$ cat src/rtl/mult_pkg.sv
// Shared constants and types for the multiplier datapath and its BCD
// display converter.
package mult_pkg;

    localparam logic [3:0] SIGN_NEG = 4'b1010;
    localparam logic [3:0] SIGN_POS = 4'b1100;

    localparam int unsigned RESULT_W   = 14;
    localparam int unsigned BCD_DIGITS = 5;

    typedef enum logic [1:0] {
        IDLE  = 2'd0,
        SHIFT = 2'd1,
        DONE  = 2'd2
    } bcd_state_t;

endpackage

$ cat src/rtl/bcd_add3.sv
// Double-dabble digit correction: add 3 to a BCD digit of 5 or more so the
// following left shift carries correctly into the next decade.
module bcd_add3 (
    input  logic [3:0] digit_i,
    output logic [3:0] digit_o
);

    always_comb begin
        digit_o = digit_i;
        if (digit_i >= 4'd5) begin
            digit_o = digit_i + 4'd3;
        end
    end

endmodule

$ cat src/rtl/bcd_converter.sv
// Sequential binary-to-BCD converter (shift-and-add-3, one bit per clock)
// with a passed-through sign code and a one-cycle done pulse.
module bcd_converter
    import mult_pkg::*;
#(
    parameter int unsigned BIN_W  = RESULT_W,
    parameter int unsigned DIGITS = BCD_DIGITS
) (
    input  logic                  clk,
    input  logic                  rst,
    input  logic                  start,
    input  logic [BIN_W-1:0]      bin_in,
    input  logic [3:0]            sign_in,
    output logic                  busy,
    output logic                  done,
    output logic [4*DIGITS-1:0]   digits,
    output logic [3:0]            sign_out
);

    localparam int unsigned ACC_W = 4 * DIGITS;
    localparam int unsigned CNT_W = (BIN_W > 1) ? $clog2(BIN_W) : 1;
    localparam int unsigned SR_W  = ACC_W + BIN_W;

    bcd_state_t          state_q;
    logic [BIN_W-1:0]    bin_q;
    logic [ACC_W-1:0]    acc_q;
    logic [3:0]          sign_q;
    logic [CNT_W-1:0]    cnt_q;
    logic                busy_q;
    logic                done_q;
    logic [ACC_W-1:0]    digits_q;
    logic [3:0]          sign_out_q;

    logic [ACC_W-1:0]    acc_adj;
    logic [SR_W-1:0]     shift_d;
    logic [ACC_W-1:0]    acc_d;
    logic [BIN_W-1:0]    bin_d;

    // Per-digit add-3 correction ahead of the shift
    for (genvar g = 0; g < DIGITS; g++) begin : g_add3
        bcd_add3 u_add3 (
            .digit_i (acc_q[4*g +: 4]),
            .digit_o (acc_adj[4*g +: 4])
        );
    end

    always_comb begin
        shift_d = {acc_adj, bin_q} << 1;
        acc_d   = shift_d[SR_W-1:BIN_W];
        bin_d   = shift_d[BIN_W-1:0];
    end

    always_ff @(posedge clk or posedge rst) begin
        if (rst) begin
            state_q    <= IDLE;
            bin_q      <= '0;
            acc_q      <= '0;
            sign_q     <= SIGN_POS;
            cnt_q      <= '0;
            busy_q     <= 1'b0;
            done_q     <= 1'b0;
            digits_q   <= '0;
            sign_out_q <= SIGN_POS;
        end else begin
            done_q <= 1'b0;
            case (state_q)
                IDLE: begin
                    if (start) begin
                        bin_q   <= bin_in;
                        sign_q  <= sign_in;
                        acc_q   <= '0;
                        cnt_q   <= '0;
                        busy_q  <= 1'b1;
                        state_q <= SHIFT;
                    end
                end
                SHIFT: begin
                    acc_q <= acc_d;
                    bin_q <= bin_d;
                    cnt_q <= cnt_q + CNT_W'(1);
                    if (cnt_q == CNT_W'(BIN_W - 1)) begin
                        state_q <= DONE;
                    end
                end
                DONE: begin
                    // Results become visible only here, never mid-conversion
                    digits_q   <= acc_q;
                    sign_out_q <= sign_q;
                    done_q     <= 1'b1;
                    busy_q     <= 1'b0;
                    state_q    <= IDLE;
                end
                default: begin
                    busy_q  <= 1'b0;
                    state_q <= IDLE;
                end
            endcase
        end
    end

    assign busy     = busy_q;
    assign done     = done_q;
    assign digits   = digits_q;
    assign sign_out = sign_out_q;

endmodule

$ cat config.mk
export PLATFORM = sky130hd
export DESIGN_NAME = bcd_converter
export DESIGN_NICKNAME = d
export VERILOG_FILES = /design/src/rtl/mult_pkg.sv /design/src/rtl/bcd_add3.sv /design/src/rtl/bcd_converter.sv
export SDC_FILE = /design/constraint.sdc
export NUM_CORES = 1
export LEC_CHECK = 0
export ABC_AREA = 1
export CAP_MARGIN = 15
export CORE_MARGIN = 2
export CORE_UTILIZATION = 58
export CTS_CLUSTER_DIAMETER = 200
export CTS_CLUSTER_SIZE = 28
export DETAILED_ROUTE_END_ITERATION = 12
export GPL_ROUTABILITY_DRIVEN = 1
export PLACE_DENSITY_LB_ADDON = 0.25
export SYNTH_ARGS = -nofsm -noshare
export SYNTH_HDL_FRONTEND = slang
export SYNTH_SLANG_ARGS = --single-unit
$ cat constraint.sdc
create_clock -name clk -period 3.88 [get_ports clk]
set_input_delay 0.582 -clock clk [delete_from_list [all_inputs] [get_ports clk]]
set_output_delay 0.582 -clock clk [all_outputs]
set_load 0.01 [all_outputs]
# Yosys cells after proc, flatten, opt, wreduce, memory -nomap -nowiden
# Index checks and enable logic that the tools add are counted.
# W data, S select, Z words.
[classes] magnitude_cmp=5 bitwise_logic=1 addsub=6 n_mux=17 reduce_logical=6 eq_ne=5
[ops] cell="$pmux W20 S2" count=1
[ops] cell="$pmux W14 S2" count=1
[ops] cell="$ge A4 B3 Y1 const B" count=5
[ops] cell="$mux W20" count=1
[ops] cell="$mux W4" count=5
[ops] cell="$add A4 B2 Y4 const B" count=4
[ops] cell="$mux W14" count=1
[ops] cell="$pmux W4 S2" count=1
[ops] cell="$reduce_and A2 Y1" count=4
[ops] cell="$add A4 B1 Y4 const B" count=1
[ops] cell="$eq A4 B4 Y1 const B" count=1
[ops] cell="$mux W2" count=2
[ops] cell="$ne A2 B2 Y1 const B" count=2
[ops] cell="$pmux W2 S2" count=1
[ops] cell="$add A3 B2 Y3 const B" count=1
[ops] cell="$mux W3" count=1
[ops] cell="$eq A2 B1 Y1 const B" count=1
[ops] cell="$eq A2 B2 Y1 const B" count=1
[ops] cell="$logic_not A2 Y1" count=1
[ops] cell="$mux W1" count=2
[ops] cell="$pmux W1 S2" count=1
[ops] cell="$reduce_bool A2 Y1" count=1
[ops] cell="$not A1 Y1" count=1
[totals] out_inout_bits=26 register_bits=70 in_bits=21

# Logic depth before layout (Yosys ltp)
[logic_depth] ltp_word=3 depth_mapped=8

# Modules after synthesis
# A second synthesis with hierarchy kept.
[hier_totals] hier_cells=410 hier_area_um2=3493.4
[by_module_without_submodules] module="bcd_converter" seq_area_each_um2=1756.7 n_inst=1 cells_per_inst=295 area_each_um2=2817.7
[by_module_without_submodules] module="bcd_add3" seq_area_each_um2=0.0 n_inst=5 cells_per_inst=23 area_each_um2=135.1

# Worst setup path after synthesis
# OpenSTA, ideal clock, no wires.
[synth_timing] path_type="input-to-reg" startpoint="input start" endpoint="register bin_q[2]" required_time_ns=3.759 cell_stages=5 setup_ns=0.121 arrival_ns=1.111 setup_slack_ns=2.648 n_path_buf=1 path_cell_list="o21ai_4 inv_2 buf_2 nand2_1 o21ai_1"
[synth_via] elab_chain_len=2
[synth_lines] element="start: declaration" line="bcd_converter.sv:11" text="input logic start,"
[synth_lines] element="$ne A2 B2 Y1 (no line)"
[synth_lines] element="$reduce_and A2 Y1 (no line)"
[synth_lines] element="end signal: assignment" line="bcd_converter.sv:69" text="bin_q <= bin_in;"
[synth_lines] element="end signal: assignment" line="bcd_converter.sv:79" text="bin_q <= bin_d;"
[synth_lines] element="end: declaration" line="bcd_converter.sv:25" text="logic [BIN_W-1:0] bin_q;"
# Every way passes these cells.
# A chain may end at the register's enable or synchronous reset.

# Worst setup path after layout
[layout_timing] startpoint="register sign_out_q[2], in the netlist sign_out[2]" endpoint="output sign_out[2]"
[layout_lines] element="start: declaration" line="bcd_converter.sv:32" text="logic [3:0] sign_out_q;"
[layout_lines] element="start signal: assignment" line="bcd_converter.sv:88" text="sign_out_q <= sign_q;"
[layout_lines] element="end: declaration" line="bcd_converter.sv:17" text="output logic [3:0] sign_out"
# No word-level cell between the ends.

==> summary.txt <==
Status
  • Run status: finished, final reports clean

Logic synthesis
  • Cell variety after synth: 21
  • Synth top area share: 49.5%
  • Synth warnings: 0
  • Mapped cell area: 3340 um2
  • Post-Syn Nets: 426
  • #FFs+latches synth: 70
  • Synth area leader: dfrtp_1
  • Seq/Total Area, Yosys: 52.6%
  • Avg Inst Size Synth: 8.49 um2
  • Post-Synthesis Cells: 393
  • Synth area leaders: dfrtp_1 (49%), nand2_1 (13%), inv_1 (5.5%)

Power
  • Power per cell area: 771 nW/um2
  • Peak VDD IR: 472 uV
  • P_leak: 0.00196 uW
  • Tot Pwr: 3070 uW

Setup path
  • Flop-to-flop setup slack: 2.22 ns
  • Slowest CP cell: dfstp_2
  • Kind of critical path: flip-flop to output pin
  • Top delay family on crit path: flip-flops
  • Terminus of the critical flop-to-flop path: bin_q[3]
  • Critical path endpoint category: output pin
  • Reg2reg start: state_q[0]
  • Crit path largest cell delay: 0.53 ns
  • Critical Path Start Type: flip-flop
  • Critical-path cell list: clkdlybuf4s50_1
  • FF-to-FF path depth: 4
  • Worst Path Arrival: 1.39 ns
  • Max FO, Critical Path: 2
  • WP data required: 3.30 ns
  • Bufs and invs on worst path: 1

CTS
  • Total of cells resized after clock tree synthesis: 0
  • Cts bufs inserted: 9
  • CTS Hold Bufs: 0
  • CTS tree: built
  • Clock sinks: 70
  • CTS max path bufs: 2
  • CTS root buf: clkbuf_8
  • Clk_lat worst skew: 0.34 ns
  • Post-CTS setup buffers: 0
  • H-tree Lvls: 3
  • Clock Pin Slew Worst Setup and Hold Paths: 0.07 ns

Timing
  • Setup_tns: 0 ns
  • Relative slew slack: 47.4%
  • RSZ-0062 raised after global routing: false
  • Slew Limit Fails: 0
  • Least-Margin Pin Slew: 0.788 ns
  • Setup ws final: 1.91 ns
  • Peak Freq: 507 MHz
  • Finish-stage setup viols: 0
  • Period utilization: 50.9%
  • Clock skew: 0.00786 ns
  • Final hold vios: 0
  • Clock period minus worst slack: 1.97 ns

Global route
  • GRT Overall Usage: 21.8%
  • Vias in the first global route: 2516
  • Grt ovf: 0
  • Largest net degree at the start of global routing: 48
  • Initial antenna violation count: 0
  • First-pass GRT wire length: 10.8 mm

Die
  • Die Ht: 79.9 um
  • Starting density of the core: 60.2%
  • FP Rows: 27
  • # IOs: 47
  • Core area: 5540 um2
  • Die area: 6380 um2
  • Die X: 79.9 um

Placed design
  • Routability Congestion: 0.830
  • HPWL Detailed: 4.14 mm
  • DP Worst Slack: 1.63 ns
  • Input/output buffers: 46

Drt
  • Post-route DRC: 0
  • Via count: 2685
  • WL/cell: 12.2 um
  • Vias per cell: 5.22
  • Antenna-violating nets left: 0
  • Final WL: 6.26 mm
  • Starting DRT DRC Count: 139
  • First-pass iteration count of the detailed router: 4

Min path
  • Worst hold path class: flip-flop to flip-flop
  • Hold Path Sink: sign_q[3]
  • Hold path start: sign_q[3]
  • Worst hold stages: 2

Layout
  • Core Util, Final: 71.9%
  • Ratio of cells with drive above 1 in the final layout: 7.92%
  • Sequential Area: 1760 um2
  • Final-layout fill cell count: 460
  • Area grow syn2layout: 19.4%
  • Footprint of the multi-input gates: 1290 um2
  • Commonest non-fill, non-tap cells in the layout: nand2_1 (119), dfrtp_1 (66), inv_1 (48)
  • Nets: 470
  • Ant diodes: 0
  • Commonest non-fill, non-tap cell in the layout: nand2_1

Flow run
  • Max-cap violations: 0
[cells in the mapped netlist (all sizes together)]
cell,number
a21oi,3
buf,13
clkbuf,1
dfrtp,66
dfstp,4
ha,12
inv,53
nand2,120
nand3,30
nand4,11
nor2,6
o21ai,71
o21bai,1
o22ai,2
[flip-flops by register name, summed over array words and instances (netlist names)]
signal    count
state_q       2
cnt_q         4
digits       20
sign_out      4
busy          1
acc_q        20
sign_q        4
bin_q        14
done          1
[how the worst max path moves through the flow]
stage,slack (ns),endpoint,cells after the start,from
floorplan,1.54,acc_q[0],1,rst
global placement,1.70,bin_q[9],5,start
detailed placement,1.63,bin_q[3],5,start
CTS,1.89,sign_out[2],1,sign_out[2]
global route,1.83,bin_q[12],5,start
finish,1.91,sign_out[2],1,sign_out[2]
[final cells by class]
class,count,area share (%)
tap,72,2.26
inverter,53,4.99
multi-input combinational,256,32.3
clock buffer,15,4.18
sequential,70,44.1
timing repair buffer,47,12.1
clock inverter,1,0.126
[metrics by stage]
step	cell area [um2]	std cells	hold WS [ns]
floorplan	3340	393	0.444
CTS	3980	514	0.475
detailed placement	3810	498	0.465
finish	3980	514	0.469
global route	3980	514	0.494
global placement	3810	498	0.455
[cell families (layout without fill, tap and decap cells)]
logic type	count (synthesis)	after routing	share of synthesized area, %
simple gates	167	167	20.9
compound gates	77	77	13.2
flops	70	70	52.6
buf+inv	67	116	8.81
fa+ha+maj	12	12	4.50
[per-layer routing]
metal  wire length [um]  track usage (%)  vias up
met1               2890             27.9     1255
met3                256             4.30       14
met5                  0                0        -
li1                   -                -     1353
met2               2980             35.5       63
met4                127             10.5        0
[where the power goes]
part           internal [uW]  switching [uW]  total, uW
combinational            522             825       1350
sequential              1030             179       1210
clock                    267             254        521
(Power assumes the default switching activity.)
